## config.mk

```make
export PLATFORM = sky130hd
export DESIGN_NAME = alu_cmd_sequencer
export DESIGN_NICKNAME = d
export VERILOG_FILES = /design/src/rtl/alu_seq_pkg.sv /design/src/rtl/alu_seq_regfile.sv /design/src/rtl/alu_cmd_sequencer.sv
export SDC_FILE = /design/constraint.sdc
export NUM_CORES = 1
export LEC_CHECK = 0
export CAP_MARGIN = 5
export CORE_AREA = 2 2 82 84
export DETAILED_ROUTE_END_ITERATION = 10
export DIE_AREA = 0 0 84 86
export PLACE_DENSITY = 0.8
export SLEW_MARGIN = 20
export SYNTH_ARGS = -nofsm -noshare
export SYNTH_HDL_FRONTEND = slang
export SYNTH_SLANG_ARGS = --single-unit
```

## constraint.sdc

```tcl
create_clock -name clk -period 2.8 [get_ports clk]
set_input_delay 0.42 -clock clk [delete_from_list [all_inputs] [get_ports clk]]
set_output_delay 0.42 -clock clk [all_outputs]
set_load 0.01 [all_outputs]
```

## src/rtl/alu_seq_pkg.sv

```systemverilog
// Shared constants, opcodes, FSM state encoding and response payload for alu_cmd_sequencer.
package alu_seq_pkg;

  localparam int unsigned DATA_W = 8;
  localparam int unsigned NREG   = 4;
  localparam int unsigned REG_AW = $clog2(NREG);
  localparam int unsigned OP_W   = 3;

  localparam logic [OP_W-1:0] OP_INV  = 3'b000;
  localparam logic [OP_W-1:0] OP_OR   = 3'b001;
  localparam logic [OP_W-1:0] OP_XOR  = 3'b010;
  localparam logic [OP_W-1:0] OP_AND  = 3'b011;
  localparam logic [OP_W-1:0] OP_MUL4 = 3'b100;
  localparam logic [OP_W-1:0] OP_ADD  = 3'b101;
  localparam logic [OP_W-1:0] OP_SUB  = 3'b110;
  localparam logic [OP_W-1:0] OP_NONE = 3'b111;

  typedef enum logic [1:0] {
    ST_IDLE = 2'd0,
    ST_EXEC = 2'd1,
    ST_WB   = 2'd2,
    ST_RESP = 2'd3
  } state_t;

  typedef struct packed {
    logic [REG_AW-1:0] dst;
    logic [DATA_W-1:0] data;
  } rsp_t;

endpackage

```

## src/rtl/alu_seq_regfile.sv

```systemverilog
// NREG x DATA_W register file: two asynchronous read ports, one synchronous write port.
module alu_seq_regfile
  import alu_seq_pkg::*;
(
  input  logic              clk,
  input  logic              rst_n,
  input  logic              we,
  input  logic [REG_AW-1:0] waddr,
  input  logic [DATA_W-1:0] wdata,
  input  logic [REG_AW-1:0] raddr_a,
  input  logic [REG_AW-1:0] raddr_b,
  output logic [DATA_W-1:0] rdata_a_c,
  output logic [DATA_W-1:0] rdata_b_c
);

  logic [DATA_W-1:0] regs_q [NREG];

  always_ff @(posedge clk or negedge rst_n) begin
    if (!rst_n) begin
      for (int unsigned i = 0; i < NREG; i++) begin
        regs_q[i] <= '0;
      end
    end else if (we) begin
      regs_q[waddr] <= wdata;
    end
  end

  assign rdata_a_c = regs_q[raddr_a];
  assign rdata_b_c = regs_q[raddr_b];

endmodule

```

## src/rtl/alu_cmd_sequencer.sv

```systemverilog
// Command sequencer driving an external combinational ALU from a small register file.
// Optional macro ALU_SEQ_FLAGS_EN adds registered rsp_zero / rsp_neg response flags.
module alu_cmd_sequencer
  import alu_seq_pkg::*;
(
  input  logic              clk,
  input  logic              rst_n,
  input  logic              cmd_valid,
  output logic              cmd_ready,
  input  logic              cmd_load,
  input  logic [OP_W-1:0]   cmd_op,
  input  logic [REG_AW-1:0] cmd_dst,
  input  logic [REG_AW-1:0] cmd_srca,
  input  logic [REG_AW-1:0] cmd_srcb,
  input  logic [DATA_W-1:0] cmd_imm,
  output logic [DATA_W-1:0] alu_a,
  output logic [DATA_W-1:0] alu_b,
  output logic [OP_W-1:0]   alu_opcode,
  input  logic [DATA_W-1:0] alu_out,
  output logic              rsp_valid,
  input  logic              rsp_ready,
  output logic [DATA_W-1:0] rsp_data,
  output logic [REG_AW-1:0] rsp_dst
`ifdef ALU_SEQ_FLAGS_EN
  ,
  output logic              rsp_zero,
  output logic              rsp_neg
`endif
);

  state_t            state_q;
  state_t            state_d;
  logic              rf_we;
  logic [REG_AW-1:0] rf_waddr;
  logic [DATA_W-1:0] rf_wdata;
  logic [DATA_W-1:0] rd_a;
  logic [DATA_W-1:0] rd_b;
  logic              ld_alu;
  logic [REG_AW-1:0] dst_q;
  rsp_t              rsp_q;

  alu_seq_regfile u_regfile (
    .clk       (clk),
    .rst_n     (rst_n),
    .we        (rf_we),
    .waddr     (rf_waddr),
    .wdata     (rf_wdata),
    .raddr_a   (cmd_srca),
    .raddr_b   (cmd_srcb),
    .rdata_a_c (rd_a),
    .rdata_b_c (rd_b)
  );

  // Ready depends on state only; gated by reset so nothing is offered while held in reset.
  assign cmd_ready = (state_q == ST_IDLE) && rst_n;

  always_ff @(posedge clk or negedge rst_n) begin
    if (!rst_n) begin
      state_q <= ST_IDLE;
    end else begin
      state_q <= state_d;
    end
  end

  always_comb begin
    state_d  = state_q;
    rf_we    = 1'b0;
    rf_waddr = dst_q;
    rf_wdata = alu_out;
    ld_alu   = 1'b0;
    unique case (state_q)
      ST_IDLE: begin
        rf_waddr = cmd_dst;
        if (cmd_valid) begin
          if (cmd_load) begin
            rf_we    = 1'b1;
            rf_wdata = cmd_imm;
            state_d  = ST_RESP;
          end else begin
            ld_alu  = 1'b1;
            state_d = ST_EXEC;
          end
        end
      end
      ST_EXEC: state_d = ST_WB;
      ST_WB: begin
        rf_we   = 1'b1;
        state_d = ST_RESP;
      end
      ST_RESP: begin
        if (rsp_ready) begin
          state_d = ST_IDLE;
        end
      end
      default: state_d = ST_IDLE;
    endcase
  end

  // ALU operand/opcode registers and the response register, captured alongside the write-back.
  always_ff @(posedge clk or negedge rst_n) begin
    if (!rst_n) begin
      alu_a      <= '0;
      alu_b      <= '0;
      alu_opcode <= OP_NONE;
      dst_q      <= '0;
      rsp_q      <= '0;
      rsp_valid  <= 1'b0;
    end else begin
      rsp_valid <= (state_d == ST_RESP);
      if (ld_alu) begin
        alu_a      <= rd_a;
        alu_b      <= rd_b;
        alu_opcode <= cmd_op;
        dst_q      <= cmd_dst;
      end
      if (rf_we) begin
        rsp_q.dst  <= rf_waddr;
        rsp_q.data <= rf_wdata;
      end
    end
  end

  assign rsp_data = rsp_q.data;
  assign rsp_dst  = rsp_q.dst;

`ifdef ALU_SEQ_FLAGS_EN
  always_ff @(posedge clk or negedge rst_n) begin
    if (!rst_n) begin
      rsp_zero <= 1'b0;
      rsp_neg  <= 1'b0;
    end else if (rf_we) begin
      rsp_zero <= (rf_wdata == '0);
      rsp_neg  <= rf_wdata[DATA_W-1];
    end
  end
`endif

endmodule
```

# ---- Word-level counts from Yosys, hierarchy flattened
# Cells that the tools add are included.
dict set report classes {
  n_reduce_logical 3
  order_cmp 4
  mux 23
  eq_ne 4
  bitwise 3
}
# operator n
set ops {}
lappend ops {{$mux W8} 8}
lappend ops {{$bmux W8 S2} 2}
lappend ops {{$bwmux W32} 1}
lappend ops {{$demux W8 S2} 1}
lappend ops {{$ge A3 B3 Y1 const B} 3}
lappend ops {{$not A2 Y3} 3}
lappend ops {{$mux W2} 4}
lappend ops {{$pmux W2 S4} 1}
lappend ops {{$eq A2 B2 Y1 const B} 3}
lappend ops {{$mux W1} 5}
lappend ops {{$lt A3 B1 Y1 const B} 1}
lappend ops {{$eq A2 B1 Y1 const B} 1}
lappend ops {{$logic_and A1 B1 Y1} 2}
lappend ops {{$logic_not A2 Y1} 1}
lappend ops {{$pmux W1 S2} 1}
dict set report word_totals {
  wordCells 49
  out_inout_bits 31
  ff_bits 66
}

# ---- Depth between registers and ports, before layout
dict set report logic_depth {
  depth_word 8
  ltp_mapped 5
}

# ---- By module
# A second synthesis with hierarchy kept.
dict set report hier_totals {
  cells_unflattened 180
  hier_area_um2 3055.4
}
# mod area_each_um2 instances cells_per_inst seq_area_each_um2
set modules_own_cells {}
lappend modules_own_cells {alu_seq_regfile 1590.3 1 88 800.8}
lappend modules_own_cells {alu_cmd_sequencer 1465.2 1 92 854.6}

# ---- Worst setup path before layout
# No wires, ideal clock.
dict set report synth_path {
  path_kind {input -> register}
  from {input port cmd_srca[0]}
  to {register alu_a[0]}
  setup_time_ps 125
  stages 3
  t_required_ps 2675
  t_arrival_ps 1644
  path_slack_ps 1032
  path_cell_list {buf_1 mux4_2 mux2_2}
}
dict set report synth_between {
  elab_chain_len 4
}
# item line_no
set synth_rtl {}
lappend synth_rtl {{start, declared} alu_cmd_sequencer.sv:13} ;# input logic [REG_AW-1:0] cmd_srca,
lappend synth_rtl {{$not A2 Y3 (implied by the code)} alu_seq_regfile.sv:28} ;# assign rdata_a_c = regs_q[raddr_a];
lappend synth_rtl {{$bmux W8 S2} alu_seq_regfile.sv:28}
lappend synth_rtl {{$mux W8 (implied by the code) (2 in a row)} alu_seq_regfile.sv:28}
lappend synth_rtl {{end signal, assigned} alu_cmd_sequencer.sv:111} ;# alu_a <= rd_a;
lappend synth_rtl {{end, declared} alu_cmd_sequencer.sv:16} ;# output logic [DATA_W-1:0] alu_a,
# Every way passes these cells. The select of a mux whose other input is x is not followed.
# A chain may end at the register's enable or synchronous reset.

# ---- Worst setup path after layout
dict set report layout_path {
  from {register state_q[0]}
  to {output port cmd_ready}
}
dict set report layout_between {
  elab_chain_len 2
}
# item line_no
set layout_rtl {}
lappend layout_rtl {{start, declared} alu_cmd_sequencer.sv:31} ;# state_t state_q;
lappend layout_rtl {{start signal, assigned} alu_cmd_sequencer.sv:61} ;# state_q <= state_d;
lappend layout_rtl {{$logic_not A2 Y1} alu_cmd_sequencer.sv:55} ;# assign cmd_ready = (state_q == ST_IDLE) && rst_n;
lappend layout_rtl {{$logic_and A1 B1 Y1} alu_cmd_sequencer.sv:55}
lappend layout_rtl {{end, declared} alu_cmd_sequencer.sv:9} ;# output logic cmd_ready,
# Every way passes these cells.

==> metrics <==
outcome=finished clean; routed vias/inst=5.638; R2R Setup Slk=780 ps; crit path launch type=flip-flop; top cells by area, synth=dfrtp_1, mux2_2, mux4_2, dfstp_2, a32oi_4; Net Count, Synth=222; vias=1,934; worst r2r src=state_q[0]; Clk pwr share=0.191; Starting DRT DRC Count=123; clock sinks=66; Max Cap Viol=0; Final Hold Vio Count=0; number of global-route vias before repair=2,055; largest net degree at the start of global routing=67; H-tree depth=3; flops & latches, synth=66; P&R area growth vs syn=29.56%; Hold WS=304.0 ps; delay of the slowest cell on the worst path=570 ps; area of the core=0.006277 sq mm; mapped cell area=0.003082 sq mm; setup tns final=0 ps; Internal Power=0.003028 W; critical path endpoint category=output port; fmax=482.7 MHz; Sw Pwr=0.001283 W; Placed Area=0.003787 sq mm; worst slew pin tran=831.6 ps; Die W=84 um; synth warn=0; worst min-delay path category=in2async; detailed placement HPWL=4266 um; # setup viols final=0; layout cells sized above 1=0.4361; post-layout net count=291; CP required=2380 ps; total chip power=0.004311 W; cts bufs inserted=9; minimum clock period=2072 ps; cell row count=29; Gate Count Post-Synth=192; full die area=0.007224 sq mm; worst reg-to-reg path cell count=4; Post-CTS Setup Bufs=0; initial antenna violation count=0; leakage=1.632 nW; PwrDens=1080 mW/mm^2; CP Max Fanout=14; clock-pin slew on the worst setup and hold paths=70 ps; Avg Synthesized Cell Area=16.05 sq um; area occupied by multi-input gates=0.001361 sq mm; Flop pwr share=0.414; Tot GR Track Use=0.1922; non-filler cells, final=343; first-pass GRT wire length=10,450 um; logic gate share of total power=0.394; Diodes inserted=0; total global routing overflow=0; CTS root buf=clkbuf_8; Slew HR=0.4456; post-route ant nets=0; Arrival @ worst endpoint=1650 ps; Clock Path Buffers=2; library cells used by synthesis=24; commonest cells after routing, fill and taps aside=mux2_2, dfrtp_1, clkdlybuf4s50_1; CTS Hold Bufs=0; RSZ-0062 raised after global routing=false; Synth area leader=dfrtp_1; fin crit share=0.7398; average wire per standard cell=18.44 um; CTS tree=built; # IOs=61; Final Skew=7.687 ps; cts repair resizes=0; Starting Density=0.4909; Die Ht=86 um; sequential cell area=0.001655 sq mm; # DRC=0; # placed instances=327; clk_lat worst skew=340 ps; Detailed Route WL=6324 um; Routability Congestion=0.7757; port bufs=60; Crit-path slowest cell=clkdlybuf4s50_1; critical path type=reg2out; drt pass-1 iters=4; Filler cells=479; top-area cell type share of the netlist area=0.5116; most common cell after layout, fill and taps aside=mux2_2; delay-heaviest family, CP=buffers and inverters; worst path cell trace=nor3b_1, clkdlybuf4s50_1; Seq/Total Area, Yosys=0.5371; fin area=0.003993 sq mm; Worst VDD drop=0.5507 mV; WP buf/inv=1; r2r endpoint=u_regfile.regs_q[23]; Slew Viols, Final=0; switching share of power=0.2976
-- through the flow --
step | util | worst slack, ps
after floorplan | - | 1032
after global placement | 0.6033 | 480.5
after detailed placement | 0.6033 | 434.0
after CTS | 0.6360 | 709.3
after global routing | 0.6360 | 606.4
final | 0.6360 | 728.5
-- worst register-to-register path, cell delays in order, from the launching register on --
cell      delay [ps]
dfrtp_1          580
and4bb_2         300
buf_4            210
a32oi_4          430
mux2_2           390
-- power by group through the flow --
stage	logic [W]	registers, W	clock network [W]
3_5_place_dp	0.00172	0.00180	0
4_1_cts	0.00172	0.00178	0.000844
3_3_place_gp	0.00168	0.00177	0
2_1_floorplan	0.000982	0.00179	0
5_1_grt	0.00182	0.00186	0.000882
6_report	0.00170	0.00179	0.000825
-- sequential cells by signal (all words and copies together) (netlist names) --
| signal | cells |
|---|---|
| alu_a | 8 |
| alu_b | 8 |
| alu_opcode | 3 |
| dst_q | 2 |
| rsp_data | 8 |
| rsp_dst | 2 |
| rsp_valid | 1 |
| state_q | 2 |
| u_regfile.regs_q | 32 |
-- cell usage after synthesis --
| library cell | instances |
|---|---|
| clkbuf_1 | 1 |
| mux2i_1 | 1 |
| nor4_1 | 1 |
| o21a_1 | 1 |
| and3b_1 | 3 |
| a32o_1 | 1 |
| buf_4 | 1 |
| mux2_2 | 68 |
| a32oi_2 | 1 |
| o21ai_0 | 4 |
| a32oi_4 | 2 |
| a21oi_1 | 4 |
| a22oi_1 | 2 |
| nor3b_1 | 2 |
| nor2_1 | 1 |
| buf_2 | 3 |
| buf_1 | 4 |
| and4bb_2 | 1 |
| dfrtp_1 | 63 |
| nand2_1 | 3 |
| inv_1 | 5 |
| dfstp_2 | 3 |
| buf_6 | 1 |
| mux4_2 | 16 |
-- cell families after synthesis --
| kind of cell | after synthesis | share of synthesized area |
|---|---|---|
| muxes | 85 | 0.3687 |
| DFF | 66 | 0.5372 |
| AOI/OAI and AO/OA | 15 | 0.04669 |
| buffers and inverters | 15 | 0.02314 |
| and+or+nand+nor | 11 | 0.02436 |
-- metal layers --
metal,global-route usage,part of all wire
met5,0,0
met4,0.1041,0.021
met3,0.04042,0.035
met2,0.3120,0.50
met1,0.2441,0.44
-- cell type report --
type / count / share of cell area
flip-flops and latches: 66 / 0.4146
multi-input cells: 111 / 0.3410
repair buffers: 68 / 0.1642
clock buffers: 12 / 0.03886
well taps: 77 / 0.02413
clock inverters: 4 / 0.01254
inverters: 5 / 0.004701
-- worst max-delay path by stage --
stage	start	end	slack, ps	depth (start not counted)
global placement	cmd_load	u_regfile.regs_q[20]	480	5
floorplan	cmd_srca[0]	alu_a[0]	1030	3
finish	state_q[0]	cmd_ready	730	2
detailed placement	cmd_load	u_regfile.regs_q[23]	430	5
CTS	state_q[0]	cmd_ready	710	2
global route	state_q[0]	cmd_ready	610	2
No activity file was read; power rests on OpenSTA's default activity.
==> edit 1: new RTL, same flow settings <==
Encoding of `state_t`: now one-hot (4 bits for 4 states).
--- a/src/rtl/alu_seq_pkg.sv
+++ b/src/rtl/alu_seq_pkg.sv
@@ -15,11 +15,11 @@
   localparam logic [OP_W-1:0] OP_SUB  = 3'b110;
   localparam logic [OP_W-1:0] OP_NONE = 3'b111;
 
-  typedef enum logic [1:0] {
-    ST_IDLE = 2'd0,
-    ST_EXEC = 2'd1,
-    ST_WB   = 2'd2,
-    ST_RESP = 2'd3
+  typedef enum logic [3:0] {
+    ST_IDLE = 4'b0001,
+    ST_EXEC = 4'b0010,
+    ST_WB   = 4'b0100,
+    ST_RESP = 4'b1000
   } state_t;
 
   typedef struct packed {
Function: no difference found for any inputs over 4 cycles, from zero or initial values and one cycle with rst_n low; so few cycles prove little.
==> edit 1 against the unedited design <==
- setup slack lost 0.37 ns
- total power is 5.8% higher
- combinational power is 3% higher
- wire length increased by 1.1%
- sequential cell count rose by 2
- clock power grew 21%
- sequential share of layout area shrank 0.62 points
- design area up 4.7%
- worst hold slack improved by 0.024 ns
- global-route usage up 0.29 points
- area after synthesis grew 5.6%
- cell count up 2.3%
==> edit 1: results (changes against the unedited design) <==
result of the run=completed; FF-to-FF Start=state_q[0]; area share of the largest cell type after synthesis=0.492 (-0.0196); final-layout non-clock buffer area share=0.157 (-0.00733); number of vias in the routed layout=1977 (+2.2%); Rel. slew slack=0.442 (-0.00397); cell count after synthesis=204 (+6.3%); Post-layout nets=299 (+2.7%); share of layout cells above drive strength 1=0.434 (-0.00178); GRT Total Usage=0.195 (+0.00291); register share of the cell area=0.408 (-0.00622); routed wire length=6390 um (+1.1%); Post-synth top cells=sky130_fd_sc_hd__dfrtp_1, sky130_fd_sc_hd__mux2_2, sky130_fd_sc_hd__mux4_2; peak per-stage delay on the critical path=0.60 ns (+0.03 ns); skew final=0.00630 ns (-0.00139 ns); fraction of area in multi-input gates=0.351 (+0.00994); setup slack of the worst register-to-register path=0.53 ns (-0.25 ns); Clock buf/inv share=0.0599 (+0.00849); arrival time at the worst endpoint=2.02 ns (+0.37 ns); maximum number of pins on one net before global-route repair=69 (+3.0%); maximum vdd ir drop=0.618 mV (+12%); number of ordinary inverters in the final layout=1 (-4); violation count after the first detailed-route iteration=69 (-44%); Int Pwr=3.28 mW (+8.5%); global-route wire length before repair=10600 um (+1.3%); FF/Latch Area=0.00171 mm^2 (+3.1%); weighted congestion reported at the end of routability-driven placement=0.753 (-2.9%); Synth Net Count=234 (+5.4%); Final HPWL DP=4380 um (+2.7%); vias in the first global route=2061 (+0.29%); Placed Cells=335 (+2.4%); dpl cell area=0.00393 mm^2 (+3.7%); slowest library cell on the worst path=sky130_fd_sc_hd__dfstp_2; share of cell area taken by muxes after synthesis=0.365 (-0.00394); final instance count without filler cells=351 (+2.3%); Seq/Total Area, Yosys=0.524 (-0.0129); clock sink total=68 (+3.0%)
==> edit 1: cell count changes after synthesis, moves of 4 or more <==
cell / change
sky130_fd_sc_hd__inv_1: -4
sky130_fd_sc_hd__a21oi_1: -4
sky130_fd_sc_hd__mux2_2: -7
sky130_fd_sc_hd__mux2_4: +8
sky130_fd_sc_hd__nand3b_1: +6
==> edit 1: power by group through the flow <==
stage	Clock (mW)	Combinational (mW)	Sequential, mW
after floorplan	0	1.03	1.84
after global placement	0	1.74	1.81
after detailed placement	0	1.78	1.82
after CTS	1.02	1.78	1.81
after global routing	1.07	1.89	1.89
final	0.997	1.75	1.81
==> edit 1: metal layers <==
metal  routed length, um  track usage
met1                2910        0.261
met3                 240       0.0462
met2                3140        0.311
met5                   0            0
met4                  98       0.0806
==> edit 1: cells by family after synthesis <==
| kind of cell | Yosys count |
|---|---|
| muxes | 87 |
| AOI/OAI and AO/OA | 12 |
| and+or+nand+nor | 22 |
| buffers and inverters | 15 |
| DFF | 68 |
==> edit 2: new RTL, config.mk and constraints unchanged <==
Without the edit above. The option `ALU_SEQ_FLAGS_EN` is turned on by a define.
--- a/src/rtl/alu_cmd_sequencer.sv
+++ b/src/rtl/alu_cmd_sequencer.sv
@@ -1,5 +1,7 @@
 // Command sequencer driving an external combinational ALU from a small register file.
 // Optional macro ALU_SEQ_FLAGS_EN adds registered rsp_zero / rsp_neg response flags.
+`define ALU_SEQ_FLAGS_EN
+
 module alu_cmd_sequencer
   import alu_seq_pkg::*;
 (
Formal check against the unedited RTL (old outputs only; new: rsp_neg and rsp_zero): equivalent (equiv_simple and equiv_induct, registers matched by name and starting in step).
==> edit 2 against the unedited design <==
- wire length increased by 7.1%
- sequential cell count up 1
- setup slack worse by 0.14 ns
- area after synthesis increased by 1.5%
- clock skew shrank 0.0027 ns
- count of clock-buffer cells in the layout decreased by 3
- total power increased by 9.6%
- critical path depth rose by 1
- design area increased by 3.3%
- critical endpoint unchanged
- highest routed layer unchanged
==> edit 2: results (changes against the unedited design) <==
weighted congestion reported at the end of routability-driven placement=0.778 (+0.30%); FP Rows=29 (unchanged); FF-to-FF Start=state_q[0]; destination of the critical timing path=cmd_ready; clock-pin slew on the worst setup and hold paths=0.07 ns (about the same); leakage component of the power=1.64 nW (+0.27%); largest cells by area after synthesis=sky130_fd_sc_hd__dfrtp_1, sky130_fd_sc_hd__mux4_2, sky130_fd_sc_hd__mux2_2, sky130_fd_sc_hd__a21oi_1, sky130_fd_sc_hd__nor2_1; highest layer used for signal routing=met4; number of inserted filler cells in the final layout=479 (unchanged); setup repair bufs after CTS=0 (unchanged); skew final=0.00498 ns (-0.00271 ns); result of the run=completed; max FFs per register=32 (unchanged); share of layout cells above drive strength 1=0.243 (-0.193); setup slack of the worst register-to-register path=0.75 ns (-0.03 ns); violation count after the first detailed-route iteration=106 (-14%); Placed Cells=382 (+17%); routed wire length=6780 um (+7.1%); Resize count post-CTS=0 (unchanged); worst-skew pair later-pin latency=0.34 ns (about the same); met3 wire length=389 um (+78%); maximum vdd ir drop=0.612 mV (+11%); met2 WL post-DR=3300 um (+4.1%); CP Launch Point=state_q[1]; Met1 Routed Length=3000 um (+7.2%); path class of the lowest-slack min-delay path=primary input to async pin; register ranked first by flip-flop count=u_regfile.regs_q; antenna violations before repair=0 (unchanged); cell count after synthesis=246 (+28%); global-route wire length before repair=11400 um (+9.1%); Synth Net Count=276 (+24%); vias in the first global route=2309 (+12%); number of warnings issued by yosys=0 (unchanged); worst r2r dst=u_regfile.regs_q[2]; Seq/Total Area, Yosys=0.537 (about the same); Final HPWL DP=4660 um (+9.3%); number of distinct library cell variants in the gate-level netlist after synthesis=33 (+38%); maximum number of pins on one net before global-route repair=68 (+1.5%); Post-synth top cells=sky130_fd_sc_hd__dfrtp_1, sky130_fd_sc_hd__nor2_1, sky130_fd_sc_hd__a21oi_1; final instance count without filler cells=398 (+16%); Hold Slack=0.257 ns (-0.0474 ns); Tightest Pin Transition=0.825 ns (-0.00649 ns); Int Pwr=3.19 mW (+5.2%); arrival time at the worst endpoint=1.79 ns (+0.14 ns); GRT Total Usage=0.205 (+0.0130); Worst R2R Path Depth=5 (+1); via-per-instance ratio=5.62 (-0.41%); Clock Tree Buf Depth=2 (unchanged); H-tree depth reported by CTS=3 (unchanged); Post-layout nets=346 (+19%); Port Buffers=62 (+3.3%)
==> edit 2: changes by cell type after synthesis, sizes merged, moves of 3 or more <==
cell	delta
a21oi	+37
a32oi	-3
and2	+3
and3b	-3
buf	+4
inv	-4
mux2	-47
mux2i	+7
nand2	+3
nor2	+42
==> edit 2: kinds of logic (layout without fill, tap and decap cells) <==
group	after synthesis	in the layout	share of synthesized area
buffers and inverters	16	91	0.0288
muxes	45	45	0.216
AOI/OAI and AO/OA	54	54	0.118
and+or+nand+nor	64	64	0.100
DFF	67	67	0.537
==> edit 2: worst max-delay path, cell delays in order, from the launching register on <==
cell and delay [ns]:
sky130_fd_sc_hd__dfrtp_1 0.56, sky130_fd_sc_hd__nor2_1 0.23, sky130_fd_sc_hd__and2_1 0.14, sky130_fd_sc_hd__clkdlybuf4s50_1 0.52
==> edit 2: routing by layer <==
metal  vias up  GRT usage
li1       1042          -
met1      1107      0.272
met2        80      0.329
met3         6     0.0549
met4         0     0.0762
met5         -          0
==> edit 2: through the flow <==
step                cell area, um^2  worst slack, ns
finish                         4120            0.586
detailed placement             3860            0.340
global route                   4120            0.521
floorplan                      3130             1.03
global placement               3860            0.393
CTS                            4120            0.593
==> edit 2: final cells by class <==
cell class / instances / area, um^2 / area share
clock inverter: 7 / 139 / 0.0337
clock buffer: 9 / 124 / 0.0300
tap: 77 / 96.3 / 0.0234
sequential: 67 / 1680 / 0.408
multi-input combinational: 163 / 1370 / 0.333
inverter: 1 / 3.75 / 0.000910
timing repair buffer: 74 / 706 / 0.171
==> edit 2: power groups by stage <==
stage | combinational (mW) | clock (mW) | sequential (mW)
floorplan | 1.05 | 0 | 1.82
global placement | 1.80 | 0 | 1.79
detailed placement | 1.86 | 0 | 1.82
CTS | 1.88 | 1.07 | 1.81
global route | 2.02 | 1.11 | 1.88
finish | 1.85 | 1.06 | 1.81
==> edit 2: worst min-delay path by stage <==
stage,startpoint,to
2_1_floorplan,rst_n,alu_a[0]
3_3_place_gp,alu_a[5],alu_a[5]
3_5_place_dp,alu_b[7],alu_b[7]
4_1_cts,rst_n,state_q[0]
5_1_grt,rst_n,rsp_dst[0]
6_report,rst_n,state_q[1]
